===== src/rtl/stopwatch_display.sv =====
// Binary MM.SS to multiplexed 4-digit 7-segment driver with one BCD conversion per scan frame.
// Optional LEADING_ZERO_BLANK_EN blanks the minutes-tens digit when it is zero.
module stopwatch_display #(
    parameter int REFRESH_DIV        = 50000,
    parameter int CATHODE_ACTIVE_LOW = 1,
    parameter int ANODE_ACTIVE_LOW   = 1
) (
    input  logic       clock,
    input  logic       reset,
    input  logic [6:0] minutes,
    input  logic [6:0] seconds,
    output logic [3:0] anodes,
    output logic [6:0] segments,
    output logic       dp
);
    localparam int                CNT_W   = $clog2(REFRESH_DIV);
    localparam logic [CNT_W-1:0] CNT_MAX = CNT_W'(REFRESH_DIV - 1);
    localparam logic [CNT_W-1:0] CNT_ONE = CNT_W'(1);
    localparam logic              CAT_LOW = (CATHODE_ACTIVE_LOW != 0);
    localparam logic              ANO_LOW = (ANODE_ACTIVE_LOW != 0);

    typedef enum logic [1:0] {IDLE, CONV, DONE} state_t;

    logic [CNT_W-1:0] refresh_cnt_reg;
    logic [1:0]       digit_idx_reg;
    state_t           state_reg, state_next;
    logic [6:0]       min_work_reg, min_work_next, sec_work_reg, sec_work_next;
    logic [3:0]       min_tens_reg, min_tens_next, sec_tens_reg, sec_tens_next;
    logic [3:0][3:0]  digit_reg, digit_next;
    logic [3:0]       anode_next;
    logic [6:0]       seg_on, seg_next;
    logic [3:0]       cur_digit;
    logic             capture;

    function automatic logic [6:0] decode(input logic [3:0] d);
        case (d)
            4'd0: decode = 7'h3F;
            4'd1: decode = 7'h06;
            4'd2: decode = 7'h5B;
            4'd3: decode = 7'h4F;
            4'd4: decode = 7'h66;
            4'd5: decode = 7'h6D;
            4'd6: decode = 7'h7D;
            4'd7: decode = 7'h07;
            4'd8: decode = 7'h7F;
            4'd9: decode = 7'h6F;
            default: decode = 7'h00;
        endcase
    endfunction

    always_ff @(posedge clock) begin
        if (!reset) begin
            refresh_cnt_reg <= '0;
            digit_idx_reg   <= 2'd0;
        end else if (refresh_cnt_reg == CNT_MAX) begin
            refresh_cnt_reg <= '0;
            digit_idx_reg   <= digit_idx_reg + 2'd1;
        end else begin
            refresh_cnt_reg <= refresh_cnt_reg + CNT_ONE;
        end
    end

    assign capture = (refresh_cnt_reg == '0) && (digit_idx_reg == 2'd0);

    // Both work registers shed one ten per cycle in parallel; the tens count follows.
    always_comb begin
        state_next    = state_reg;
        min_work_next = min_work_reg;
        sec_work_next = sec_work_reg;
        min_tens_next = min_tens_reg;
        sec_tens_next = sec_tens_reg;
        digit_next    = digit_reg;
        case (state_reg)
            IDLE: begin
                if (capture) begin
                    min_work_next = (minutes > 7'd99) ? 7'd99 : minutes;
                    sec_work_next = (seconds > 7'd99) ? 7'd99 : seconds;
                    min_tens_next = 4'd0;
                    sec_tens_next = 4'd0;
                    state_next    = CONV;
                end
            end
            CONV: begin
                if (min_work_reg >= 7'd10) begin
                    min_work_next = min_work_reg - 7'd10;
                    min_tens_next = min_tens_reg + 4'd1;
                end
                if (sec_work_reg >= 7'd10) begin
                    sec_work_next = sec_work_reg - 7'd10;
                    sec_tens_next = sec_tens_reg + 4'd1;
                end
                if ((min_work_next < 7'd10) && (sec_work_next < 7'd10))
                    state_next = DONE;
            end
            DONE: begin
                digit_next[0] = sec_work_reg[3:0];
                digit_next[1] = sec_tens_reg;
                digit_next[2] = min_work_reg[3:0];
                digit_next[3] = min_tens_reg;
                state_next    = IDLE;
            end
            default: state_next = IDLE;
        endcase
    end

    always_ff @(posedge clock) begin
        if (!reset) begin
            state_reg    <= IDLE;
            min_work_reg <= 7'd0;
            sec_work_reg <= 7'd0;
            min_tens_reg <= 4'd0;
            sec_tens_reg <= 4'd0;
            digit_reg    <= '0;
        end else begin
            state_reg    <= state_next;
            min_work_reg <= min_work_next;
            sec_work_reg <= sec_work_next;
            min_tens_reg <= min_tens_next;
            sec_tens_reg <= sec_tens_next;
            digit_reg    <= digit_next;
        end
    end

    genvar gi;
    generate
        for (gi = 0; gi < 4; gi++) begin : g_anode
            assign anode_next[gi] = (digit_idx_reg == 2'(gi)) ^ ANO_LOW;
        end
    endgenerate

    always_comb begin
        cur_digit = digit_reg[digit_idx_reg];
        seg_on    = decode(cur_digit);
`ifdef LEADING_ZERO_BLANK_EN
        if ((digit_idx_reg == 2'd3) && (cur_digit == 4'd0))
            seg_on = 7'h00;
`endif
        seg_next = seg_on ^ {7{CAT_LOW}};
    end

    always_ff @(posedge clock) begin
        if (!reset) begin
            anodes   <= {4{ANO_LOW}};
            segments <= {7{CAT_LOW}};
            dp       <= CAT_LOW;
        end else begin
            anodes   <= anode_next;
            segments <= seg_next;
            dp       <= (digit_idx_reg == 2'd2) ^ CAT_LOW;
        end
    end
endmodule

===== config.mk =====
export PLATFORM = sky130hd
export DESIGN_NAME = stopwatch_display
export DESIGN_NICKNAME = d
export VERILOG_FILES = /design/src/rtl/stopwatch_display.sv
export SDC_FILE = /design/constraint.sdc
export NUM_CORES = 1
export LEC_CHECK = 0
export BUFFER_PORTS_ARGS = -buffer_cell sky130_fd_sc_hd__buf_4
export CORE_ASPECT_RATIO = 0.6
export CORE_UTILIZATION = 50
export CTS_CLUSTER_SIZE = 30
export DETAILED_ROUTE_END_ITERATION = 7
export GPL_ROUTABILITY_DRIVEN = 0
export HOLD_SLACK_MARGIN = 0.03
export PLACE_DENSITY = 0.79
export SLEW_MARGIN = 20
export SYNTH_ARGS = -nofsm -noshare
export SYNTH_HDL_FRONTEND = slang
export SYNTH_SLANG_ARGS = --single-unit
export TNS_END_PERCENT = 100

===== constraint.sdc =====
create_clock -name clock -period 5.25 [get_ports clock]
set_input_delay 0.525 -clock clock [delete_from_list [all_inputs] [get_ports clock]]
set_output_delay 0.525 -clock clock [all_outputs]
set_load 0.005 [all_outputs]

## Word-level counts from Yosys, hierarchy flattened

Memories as Yosys holds them, arrays and structs flattened.
Index checks and enable logic that the tools add are counted.

| word-level totals | value |
|---|---|
| flip-flop bits (word level) | 70 |
| output and inout bits | 12 |
| input port bits | 16 |
| memory bits (read-only) | 112 |
| memories | 1 |

Memories:

| memory | words | width | read ports | clocked after Yosys merged registers in | wr ports | RTL line | text |
|---|---|---|---|---|---|---|---|
| (name not given) | 16 | 7 | 1 | 0 | 0 | 36 | `case (d)` |

| cells by class | value |
|---|---|
| bitwise logic cells | 6 |
| equality and inequality tests | 10 |
| multiplexer cells | 20 |
| add/subtract/negate cells | 6 |
| reductions and logical operators | 11 |
| $lt $le $gt $ge | 7 |

Operator list:

| operator | number |
|---|---|
| two-way mux 7 bit | 8 |
| one-hot mux 7 bit (2 select lines) | 2 |
| adder 16 x 1 -> 16 bit, second input constant | 1 |
| == test 16 bit, second input constant | 1 |
| zero test 16 bit | 1 |
| two-way mux 4 bit | 4 |
| one-hot mux 4 bit (2 select lines) | 2 |
| greater-or-equal comparator 7 x 4 -> 1 bit, second input constant | 2 |
| greater-than comparator 7 bit, second input constant | 2 |
| < comparator 7 x 4 -> 1 bit, second input constant | 2 |
| subtractor 7 x 4 -> 7 bit, second input constant | 2 |
| adder 4 x 1 -> 4 bit, second input constant | 2 |
| binary-select mux 4 bit (select 2 bit) | 1 |
| inequality test 2 bit, second input constant | 4 |
| NOT 7 bit | 1 |
| == test 2 bit, second input constant | 3 |
| AND reduction 3 bit | 2 |
| NOT 1 bit | 5 |
| == test 2 x 1 -> 1 bit, second input constant | 2 |
| zero test 2 bit | 2 |
| two-way mux 2 bit | 2 |
| one-hot mux 2 bit (2 select lines) | 1 |
| AND reduction 2 bit | 2 |
| < comparator 2 x 3 -> 1 bit, second input constant | 1 |
| 4 further kinds | 5 |

## Logic depth before layout (Yosys ltp)

| logic depth | value |
|---|---|
| depth after elaboration | 7 |
| gate-level depth with buffers | 9 |
| mapped depth without buffers | 7 |

## Worst setup path before layout

Ideal clock, no wire load.

| timing path | value |
|---|---|
| path type | register to register |
| start point | reg sec_work_reg[1] |
| end point | reg sec_work_reg[5] |
| clock period less this slack | 1929 ps |
| setup time | 74 ps |
| cell stages (with the launch flop) | 9 |
| path slack | 3321 ps |
| buffers on the path | 2 |
| arrival | 1854 ps |
| cell sequence | dfxtp_1 clkbuf_1 inv_1 ha_1 buf_6 a21boi_4 o21ai_4 or4_1 a31oi_1 |

| between the ends | value |
|---|---|
| cells in the longest elaborated chain, start to end | 4 |
| elaborated cells on any way between the ends | 5 |

RTL lines:

| element | RTL line | text |
|---|---|---|
| from (decl) | 27 | `logic [6:0] min_work_reg, min_work_next, sec_work_reg, sec_work_next;` |
| from (signal assigned) | 117 | `sec_work_reg <= sec_work_next;` |
| subtractor 7 x 4 -> 7 bit or greater-or-equal comparator 7 x 4 -> 1 bit (tied branches) | 89, 88 |  |
| two-way mux 7 bit * | 88 | `if (sec_work_reg >= 7'd10) begin` |
| two-way mux 7 bit * | 73 | `case (state_reg)` |
| one-hot mux 7 bit (2 select lines) * | 73 |  |

Every way passes the cells marked *; elsewhere a longest branch is shown, timed or not. The select of a mux whose other input is x is not followed.
A chain may end at the register's enable or synchronous reset.

## Final worst setup path

| timing path | value |
|---|---|
| start point | reg refresh_cnt_reg[10] |
| end point | reg sec_work_reg[2] |

| between the ends | value |
|---|---|
| cells in the longest elaborated chain, start to end | 4 |

RTL lines:

| element | RTL line | text |
|---|---|---|
| from (decl) | 24 | `logic [CNT_W-1:0] refresh_cnt_reg;` |
| from (signal assigned) | 59 | `refresh_cnt_reg <= refresh_cnt_reg + CNT_ONE;` |
| zero test 16 bit | 63 | `assign capture = (refresh_cnt_reg == '0) && (digit_idx_reg == 2'd0);` |
| logical AND 1 bit | 63 |  |
| inequality test 2 bit (no source line) | -- |  |
| AND reduction 2 bit (no source line) | -- |  |

Every way passes these cells.

==> impl_results.md <==
* P_leak at 1.55 nW
* Register area share after synthesis at 39.5%
* Yosys top cell by area: dfxtp_1
* Via count at 2,970
* Required @ worst endpoint at 5.47 ns
* Final Hold Viols at 0
* Max Cap Viol at 0
* Vias in the first global route at 2,652
* R2R depth at 5
* Die H at 66.8 um
* Reg power frac at 36.1%
* Wire length per cell at 15.1 um
* Core ar. at 0.00671 mm2
* Total track usage at 23.6%
* Final worst-path cycle share at 41.7%
* Worst Clk Skew at 0.00562 ns
* H-tree Lvls at 3
* Dpl cell area at 0.00368 mm2
* Fill count at 598
* Fraction of registers with async set/reset at 0%
* R2R Setup Slk at 3.06 ns
* Sw Ratio at 33.1%
* Initial Util at 52.2%
* Status: complete, no violations
* Global route overflow at 0
* Crit path from: refresh_cnt_reg[10]
* Final-stage net count at 461
* First-pass GRT wire length at 12,900 um
* ANT cells at 0
* Final core occ at 60.0%
* End of the critical path: sec_work_reg[2]
* Via-to-Cell Ratio at 5.70
* CTS Hold Bufs at 0
* CTS tree: done
* Design Area, Final at 0.00403 mm2
* Pin count of the biggest net entering global routing at 31
* Syn Inst Count at 417
* Crit Reg-Reg Startpoint: refresh_cnt_reg[10]
* Die X at 110 um
* Hold crit path type: input port to flop
* Max Freq at 457 MHz
* Initial antenna violation count at 0
* Dpl cells at 505
* Worst slew pin tran at 1.01 ns
* Synth area leaders: dfxtp_1, nand2_1, ha_1
* Number of clock sinks at 69
* HPWL after DPL at 5500 um
* Gate power share at 26.0%
* CP Class: flop to flop
* CTS root buf: clkbuf_16
* Worst Path Max Fanout at 16
* DR iter-0 viols at 210
* DRC at 0
* Max Root-Sink Buffers at 2
* Final setup vio count at 0
* Post-Syn Nets at 449
* Clk slew on worst S/H paths at 0.06 ns
* Internal Power at 1.23 mW
* Total power at 1.84 mW
* Io pins at 28
* Syn_area_per_cell at 8.39 um2
* Critical Path AT at 2.41 ns
* Post-CTS Setup Inserts at 0
* Pwr dens at 457 mW/mm2
* Commonest non-fill, non-tap cell in the layout: dfxtp_1
* Worst skew pair latency at 0.33 ns
* Top cell type's share of synthesized area at 39.5%
* Commonest non-fill, non-tap cells in the layout: dfxtp_1, nand2_1, nor2_1
* Maximum VDD drop at 0.372 mV
* FF+latch count, synth at 69
* Crit end category: flop
* Die ar. at 0.00735 mm2
* Number of CTS-inserted buffers at 9
* RSZ-0062 raised after global routing: no
* Clk network pwr share at 37.9%
* DR pass1 iterations at 4
* Routed WL at 7840 um
* Final Instance Count excl. Fillers at 521
* CTS resizes at 0
* EDFF count, synth at 0
* Setup TNS at 0 ns
* Critical R2R Capture: sec_work_reg[2]
* Rel. slew slack at 32.8%
* CP Launch Type: flop
* Switching Power at 0.610 mW
* Area of the mapped netlist at 0.00350 mm2
* Period minus WS final at 2.19 ns
* Ys Warns at 0
* Share of layout cells above drive strength 1 at 12.7%
* IO Port Bufs at 27
* Post-synth top flop: dfxtp_1
* Synth-to-Final Area Change at 15.1%
* Remaining antenna violation count at 0
* Slew Limit Fails at 0
* Rows at 23
* Synth unique cells at 56
## cell type report
type,count,area [um2],area share [%]
Inverter,16,60.1,1.49
Timing Repair Buffer,28,210,5.22
Clock buffer,9,225,5.59
Sequential cell,69,1380,34.3
Multi-Input combinational cell,305,1920,47.6
Clock inverter,7,123,3.05
Tap cell,87,109,2.70
## stage by stage
step | worst slack, ns | hold slack [ns]
2_1_floorplan | 3.32 | 0.431
3_3_place_gp | 3.16 | 0.449
3_5_place_dp | 3.08 | 0.447
4_1_cts | 3.06 | 0.438
5_1_grt | 2.87 | 0.446
6_report | 3.06 | 0.444
## synth_stat cells, types with 2 or more instances
master    number
o311ai_1       3
nor3_1         8
nand2b_1       2
mux4_2         4
xor2_1        11
o31a_1         3
and4_1         2
a311o_1        2
a41oi_1        2
or3_1          6
nor2b_1        2
a311oi_1       2
a21oi_1       26
a211oi_1       2
nor3b_1        2
inv_1         14
o211ai_1       5
nand4_1        6
dfxtp_1       69
o21a_1         5
o22ai_1        3
and2_1         3
and3_1        14
xnor2_1        8
nand2_1       59
o21ai_1        9
mux2i_1        4
buf_4          4
o21ai_0        7
ha_1          16
nor2_1        50
a31oi_1        6
clkbuf_1      15
buf_2          6
a22oi_1        2
nor4_1         4
nand3_1       11
buf_6          2
## worst max-delay path, cell delays in order, from the launching register on
cell	delay (ns)
dfxtp_1	0.33
nor4_1	0.35
nand2_1	0.19
or3_1	0.66
and3_1	0.28
o31a_1	0.26
## layer usage
metal  wire (um)  global-route usage (%)
met5           0                       0
met4          81                    7.17
met3         514                    7.14
met2        3220                    33.8
met1        4030                    33.5
## power groups by stage
stage | registers [mW] | clock network [mW] | logic, mW
floorplan | 0.631 | 0 | 0.413
detailed placement | 0.671 | 0 | 0.466
CTS | 0.662 | 0.709 | 0.470
global placement | 0.669 | 0 | 0.455
global route | 0.676 | 0.732 | 0.522
finish | 0.665 | 0.698 | 0.479
## kinds of logic after synthesis
family / Yosys count / share of synthesized area, %
buffers and inverters: 43 / 5.69
multiplexers: 8 / 3.72
AO/OA/AOI/OAI: 86 / 16.8
XOR/XNOR: 19 / 4.76
AND/OR/NAND/NOR: 176 / 23.8
flip-flops: 69 / 39.5
adder cells (fa/ha/maj): 16 / 5.72
## worst min path at each step
stage / startpoint / end / slack, ns / cells after the start
floorplan: digit_reg[12] / digit_reg[12] / 0.43 / 2
global placement: digit_reg[5] / digit_reg[5] / 0.45 / 2
detailed placement: digit_reg[10] / digit_reg[10] / 0.45 / 2
CTS: seconds[4] / sec_work_reg[4] / 0.44 / 3
global route: seconds[4] / sec_work_reg[4] / 0.45 / 3
finish: seconds[4] / sec_work_reg[4] / 0.44 / 3
(Power assumes the default switching activity.)
